### src/rtl/alu_pkg.sv
// Shared ALU definitions: logic-op encodings and the iterative unit's FSM states.
package alu_pkg;

  typedef enum logic [1:0] {
    LOGIC_AND = 2'b00,
    LOGIC_OR  = 2'b01,
    LOGIC_XOR = 2'b10,
    LOGIC_NOR = 2'b11
  } op_t;

  typedef enum logic [1:0] {
    IDLE = 2'b00,
    RUN  = 2'b01,
    DONE = 2'b10
  } state_t;

endpackage

### src/rtl/logic_slice.sv
// Combinational W-bit bitwise op selector; one slice of the iterative logic unit.
module logic_slice
  import alu_pkg::*;
#(
  parameter int W = 8
) (
  input  op_t          op,
  input  logic [W-1:0] a,
  input  logic [W-1:0] b,
  output logic [W-1:0] y
);

  always_comb begin
    y = '0;
    case (op)
      LOGIC_AND: y = a & b;
      LOGIC_OR:  y = a | b;
      LOGIC_XOR: y = a ^ b;
      LOGIC_NOR: y = ~(a | b);
      default:   y = '0;
    endcase
  end

endmodule

### src/rtl/logic_unit_iter.sv
// Multi-cycle bitwise logic unit: processes SLICE bits per cycle, LSB slice first,
// with the same start/ready handshake as the multdiv unit.
module logic_unit_iter
  import alu_pkg::*;
#(
  parameter int WIDTH = 32,
  parameter int SLICE = 8
) (
  input  logic             clock,
  input  logic             reset,
  input  logic             ctrl_start,
  input  logic [1:0]       ctrl_op,
  input  logic [WIDTH-1:0] data_operandA,
  input  logic [WIDTH-1:0] data_operandB,
  output logic [WIDTH-1:0] data_result,
  output logic             data_zero,
  output logic             data_resultRDY,
  output logic             busy,
  output state_t           dbg_state
);

  localparam int NSLICE = WIDTH / SLICE;
  localparam int CNT_W  = (NSLICE > 1) ? $clog2(NSLICE) : 1;
  localparam logic [CNT_W-1:0] LAST_CNT = CNT_W'(NSLICE - 1);

  // Handshake: ctrl_start is a one-cycle request sampled on the rising edge and
  // accepted whenever busy is low (IDLE or DONE); data_resultRDY pulses for the
  // single DONE cycle, during which data_result/data_zero are already valid.

  state_t             state, state_nxt;
  op_t                op_q;
  logic [WIDTH-1:0]   a_q, b_q, acc;
  logic [WIDTH-1:0]   acc_nxt, a_shift, b_shift;
  logic [SLICE-1:0]   slice_y;
  logic [CNT_W-1:0]   cnt;
  logic               accept, last;

  logic_slice #(.W(SLICE)) u_slice (
    .op (op_q),
    .a  (a_q[SLICE-1:0]),
    .b  (b_q[SLICE-1:0]),
    .y  (slice_y)
  );

  // New slice enters at the MSB end, so after NSLICE steps the LSB slice lands at bit 0.
  generate
    if (NSLICE == 1) begin : g_single
      assign acc_nxt = slice_y;
      assign a_shift = '0;
      assign b_shift = '0;
    end else begin : g_multi
      assign acc_nxt = {slice_y, acc[WIDTH-1:SLICE]};
      assign a_shift = a_q >> SLICE;
      assign b_shift = b_q >> SLICE;
    end
  endgenerate

  assign accept = ctrl_start && (state != RUN);
  assign last   = (state == RUN) && (cnt == LAST_CNT);

  always_ff @(posedge clock or posedge reset) begin
    if (reset) state <= IDLE;
    else       state <= state_nxt;
  end

  always_comb begin
    state_nxt = state;
    case (state)
      IDLE:    if (ctrl_start) state_nxt = RUN;
      RUN:     if (last) state_nxt = DONE;
      DONE:    state_nxt = ctrl_start ? RUN : IDLE;
      default: state_nxt = IDLE;
    endcase
  end

  always_ff @(posedge clock or posedge reset) begin
    if (reset) begin
      op_q        <= LOGIC_AND;
      a_q         <= '0;
      b_q         <= '0;
      acc         <= '0;
      cnt         <= '0;
      data_result <= '0;
      data_zero   <= 1'b1;
    end else if (accept) begin
      op_q <= op_t'(ctrl_op);
      a_q  <= data_operandA;
      b_q  <= data_operandB;
      acc  <= '0;
      cnt  <= '0;
    end else if (state == RUN) begin
      a_q <= a_shift;
      b_q <= b_shift;
      acc <= acc_nxt;
      // Counter parks on the last value rather than wrapping.
      if (!last) cnt <= cnt + 1'b1;
      if (last) begin
        data_result <= acc_nxt;
        data_zero   <= (acc_nxt == '0);
      end
    end
  end

  assign data_resultRDY = (state == DONE);
  assign busy           = (state == RUN);
  assign dbg_state      = state;

endmodule

### config.mk
export PLATFORM = sky130hd
export DESIGN_NAME = logic_unit_iter
export DESIGN_NICKNAME = d
export VERILOG_FILES = /design/src/rtl/alu_pkg.sv /design/src/rtl/logic_slice.sv /design/src/rtl/logic_unit_iter.sv
export SDC_FILE = /design/constraint.sdc
export NUM_CORES = 1
export LEC_CHECK = 0
export BUFFER_PORTS_ARGS = -buffer_cell sky130_fd_sc_hd__buf_2
export CAP_MARGIN = 25
export CORE_ASPECT_RATIO = 1.1
export CORE_UTILIZATION = 35
export CTS_CLUSTER_SIZE = 20
export DETAILED_ROUTE_END_ITERATION = 12
export PLACE_DENSITY = 0.54
export SKIP_CTS_REPAIR_TIMING = 1
export SYNTH_ARGS = -nofsm -noshare
export SYNTH_HDL_FRONTEND = slang
export SYNTH_HIERARCHICAL = 1
export SYNTH_SLANG_ARGS = --single-unit
### constraint.sdc
create_clock -name clock -period 6.6 [get_ports clock]
set_input_delay 0.99 -clock clock [delete_from_list [all_inputs] [get_ports clock]]
set_output_delay 0.99 -clock clock [all_outputs]
set_load 0.03 [all_outputs]
After elaboration in Yosys (flattened, before gate mapping). Cells that the tools add are included.

Register bits: 135. Input port bits: 69.

Add/subtract/negate cells: 1. Eq/ne operators: 10. Multiplexer cells: 14. Bitwise logic cells: 5. Reduce and logical (&&, ||, !) cells: 9.

Operator list (number): 32-bit 2-to-1 mux (6); 32-bit zero test (1); 8-bit case mux with 4 select lines (1); 2-bit 2-to-1 mux (5); 8-bit bitwise AND (1); 2-bit equality test (second input constant) (4); 8-bit NOT (1); 8-bit bitwise OR (1); 8-bit bitwise XOR (1); 2-bit case mux with 3 select lines (1); 2-bit by 1-bit equality test with 1-bit output (second input constant) (2); 2-bit zero test (2); 2-bit by 1-bit != test with 1-bit output (second input constant) (2); 2-bit != test (second input constant) (2); 2-bit AND reduction (2); 3-bit AND reduction (1); 2-bit by 1-bit adder with 2-bit output (second input constant) (1); 1-bit logical AND (2); 2-bit nonzero test (1); 1-bit 2-to-1 mux (1); 1-bit NOT (1).

Longest topological paths before layout.
Word-level depth: 5. Mapped depth: 7. Mapped depth without buffers: 7.

Hierarchy. The synthesis kept the hierarchy.

Modules (own cells, without submodules): logic_unit_iter (instances 1, cells an instance 465, area an instance 5519.0 um^2); logic_slice (instances 1, cells an instance 59, area an instance 526.8 um^2).

Least setup slack after synthesis. No wires, ideal clock.

Kind: register to output. Start point: register state[1] (netlist: dbg_state[1]). End point: output busy. Data arrival time: 1201 ps. Path slack: 4409 ps. Cell stages (with the launch flop): 5. Path buffers: 2. Cell sequence: dfrtp_1 nand2b_2 inv_4 buf_8 buf_4.

Longest elaborated chain between the ends: 1.

RTL lines: from (decl) (RTL line logic_unit_iter.sv:30) `state_t state, state_nxt;`; from (signal assigned) (RTL line logic_unit_iter.sv:63) `else state <= state_nxt;`; 2-bit by 1-bit equality test with 1-bit output (RTL line logic_unit_iter.sv:105) `assign busy = (state == RUN);`; to (decl) (RTL line logic_unit_iter.sv:18) `output logic busy,`.

No other way between the ends.

Worst setup path in the final report. Same ends and word-level chain as after synthesis.

==> metrics.cfg <==
[timing]
timing.final.crit_share=0.442
hold_viol=0
fmax_mhz=343
slew_headroom=0.436
setup-violations-final=0
rsz0062_at_grt=no
layout_min_cycle_time_ns=2.92
fin_worst_skew_ns=0.00902
tightest_slew_ns=0.847
finalSetupTns_ns=0
finalMaxSlewViolations=0

[final_layout]
multi_input_area_mm2=0.00250
area_growth_syn_to_layout_pct=19.5
final_layout_size_suffix_gt1_frac=0.285
n_fill_cell=1653
fin_cells=865
antenna_cells=0
final_nets=704
ff_latch_area_mm2=0.00318

[run_status]
status=completed

[job]
drv_cap=0

[global_routing]
grt_pass1_wl_um=20600
use_met3=0.0565
grt_max_degree=85
grt.overflow.total=0
use_met2=0.234
antenna_found_initial=3
met1_usage=0.194
grt_pass1_vias=3943
grt_usage=0.151
grt_busiest_layer=met2

[clock_tree]
path_clk_slew_ns=0.06
htree_levels=4
numCtsBuffers=17
clock-root-buffer=clkbuf_16
clk_latency_ns=0.41
tritoncts=done
cts.sinks=127
clockBufferDepth=2

[route]
firstDrtPassIters=4
drtAntennaViolNets=0
vias=3919
finalWirelength_um=12400
wl_per_cell_um=14.3
viasPerCell=4.53
drtIter0Drc=172
drc=0

[power_and_ir_drop]
p_leak_nw=3.69
power_density_mw_per_mm2=501
ir_worst_vdd_mv=0.214

[critical_path]
cp-startpoint=dbg_state[1]
worstReg2RegEnd=b_q[1]
ff2ff_setup_slack_ns=4.31
r2r-start=dbg_state[1]
cp-end-kind=output pin
crit_end=busy
critPathLaunchType=register
path_max_fanout=79
r2r_cells=4
criticalPathCategory=reg -> out
crit_required_ns=5.61
crit_arrival_ns=1.93

[logic_synthesis]
syn_area_per_cell_um2=11.5
syn_nets=610
synth_edf_count=0
syn-instance-count=524
ys_seq_elements=127
synth_ff_type=dfrtp_1
synth-seq-area-share=0.526
async_reset_ff_frac=1.00
synth.distinct_cells=29
yosysWarnings=6
syn-cell-area_mm2=0.00605

[die]
ios=106
initial_utilization=0.357
coreArea_mm2=0.0170
dieArea_mm2=0.0178
die_x_um=127
rows=50
die_h_um=140

[placement]
hpwlAfterDp_um=8390
dp_cells=832
place_congestion=0.698
portBuffers=105

[min_path]
hp-class=reg -> reg

==> flip-flops by register name, summed over array words and instances, names as in the netlist <==
signal       cells
data_zero        1
dbg_state        2
b_q             32
cnt              2
acc             24
op_q             2
data_result     32
a_q             32
==> worst min path at each step <==
stage               endpoint  startpoint  cells past startpoint
floorplan             a_q[0]      a_q[8]                      2
global placement     a_q[19]     a_q[27]                      2
detailed placement   a_q[13]     a_q[21]                      2
CTS                  a_q[22]     a_q[30]                      2
global route         a_q[22]     a_q[30]                      2
finish               a_q[22]     a_q[30]                      2
==> cell type report <==
class	instances	area share
well taps	234	0.0405
inverters	20	0.0111
clock inverters	13	0.0225
multi-input cells	344	0.346
repair buffers	108	0.0790
flip-flops and latches	127	0.440
clock buffers	19	0.0613
==> worst max-delay path: stages, from the launching register on <==
cell      delay [ns]
dfrtp_1         0.40
nand2b_2        0.23
inv_4           0.54
buf_2           0.33
==> power breakdown <==
| part | internal [W] | total [W] | switching (W) |
|---|---|---|---|
| combinational | 0.000526 | 0.00129 | 0.000766 |
| sequential | 0.00111 | 0.00138 | 0.000271 |
| clock | 0.000605 | 0.000948 | 0.000343 |
==> layout by cell type, fill, tap and decap left out, types with 3 or more instances in the layout <==
cell type     n
buf_2       104
dfrtp_1     126
inv_6         3
nand2_1      98
ha_1         17
clkbuf_16    17
mux2_2        8
bufinv_16     3
o21ai_0      50
mux2_4       27
nor2_1       17
inv_1        17
xor2_1        8
buf_4         3
clkinv_2      3
nor4_1        8
clkinvlp_4    3
o21ai_1      23
mux2i_1      80
==> logic make-up (layout without fill, tap and decap cells) <==
| group | after synthesis | after routing | synth area share |
|---|---|---|---|
| adder cells (fa/ha/maj) | 17 | 17 | 0.0352 |
| flip-flops | 127 | 127 | 0.526 |
| multiplexers | 115 | 115 | 0.214 |
| XOR/XNOR | 8 | 8 | 0.0116 |
| buffers and inverters | 53 | 160 | 0.0613 |
| AO/OA/AOI/OAI | 76 | 76 | 0.0642 |
| AND/OR/NAND/NOR | 128 | 128 | 0.0875 |
==> cells in the mapped netlist, drive strengths merged, types with 2 or more instances <==
cell | n | area (um2)
nand4 | 2 | 12.5
clkbuf | 10 | 47.6
nor2 | 17 | 63.8
buf | 23 | 245
mux2i | 80 | 801
nor4 | 8 | 50.1
mux2 | 35 | 495
dfrtp | 126 | 3150
ha | 17 | 213
o21ai | 73 | 365
nand2 | 98 | 368
xor2 | 8 | 70.1
inv | 20 | 77.6
==> layer usage <==
metal	vias to the layer above	share of wire
li1	1971	-
met1	1830	0.46
met2	98	0.47
met3	14	0.059
met4	6	0.0099
met5	-	0.0024
==> through the flow <==
stage                     hold WS [ns]  setup WS [ns]  total power, W  area, um2  utilization
after floorplan                  0.448           2.23         0.00244       6050            -
after global placement           0.460           3.92         0.00266       6590        0.389
after detailed placement         0.467           3.90         0.00271       6590        0.389
after CTS                        0.483           3.66         0.00367       7200        0.425
after global routing             0.508           3.54         0.00389       7220        0.426
final                            0.480           3.68         0.00362       7220        0.426
Power figures use the tool's default switching activity.
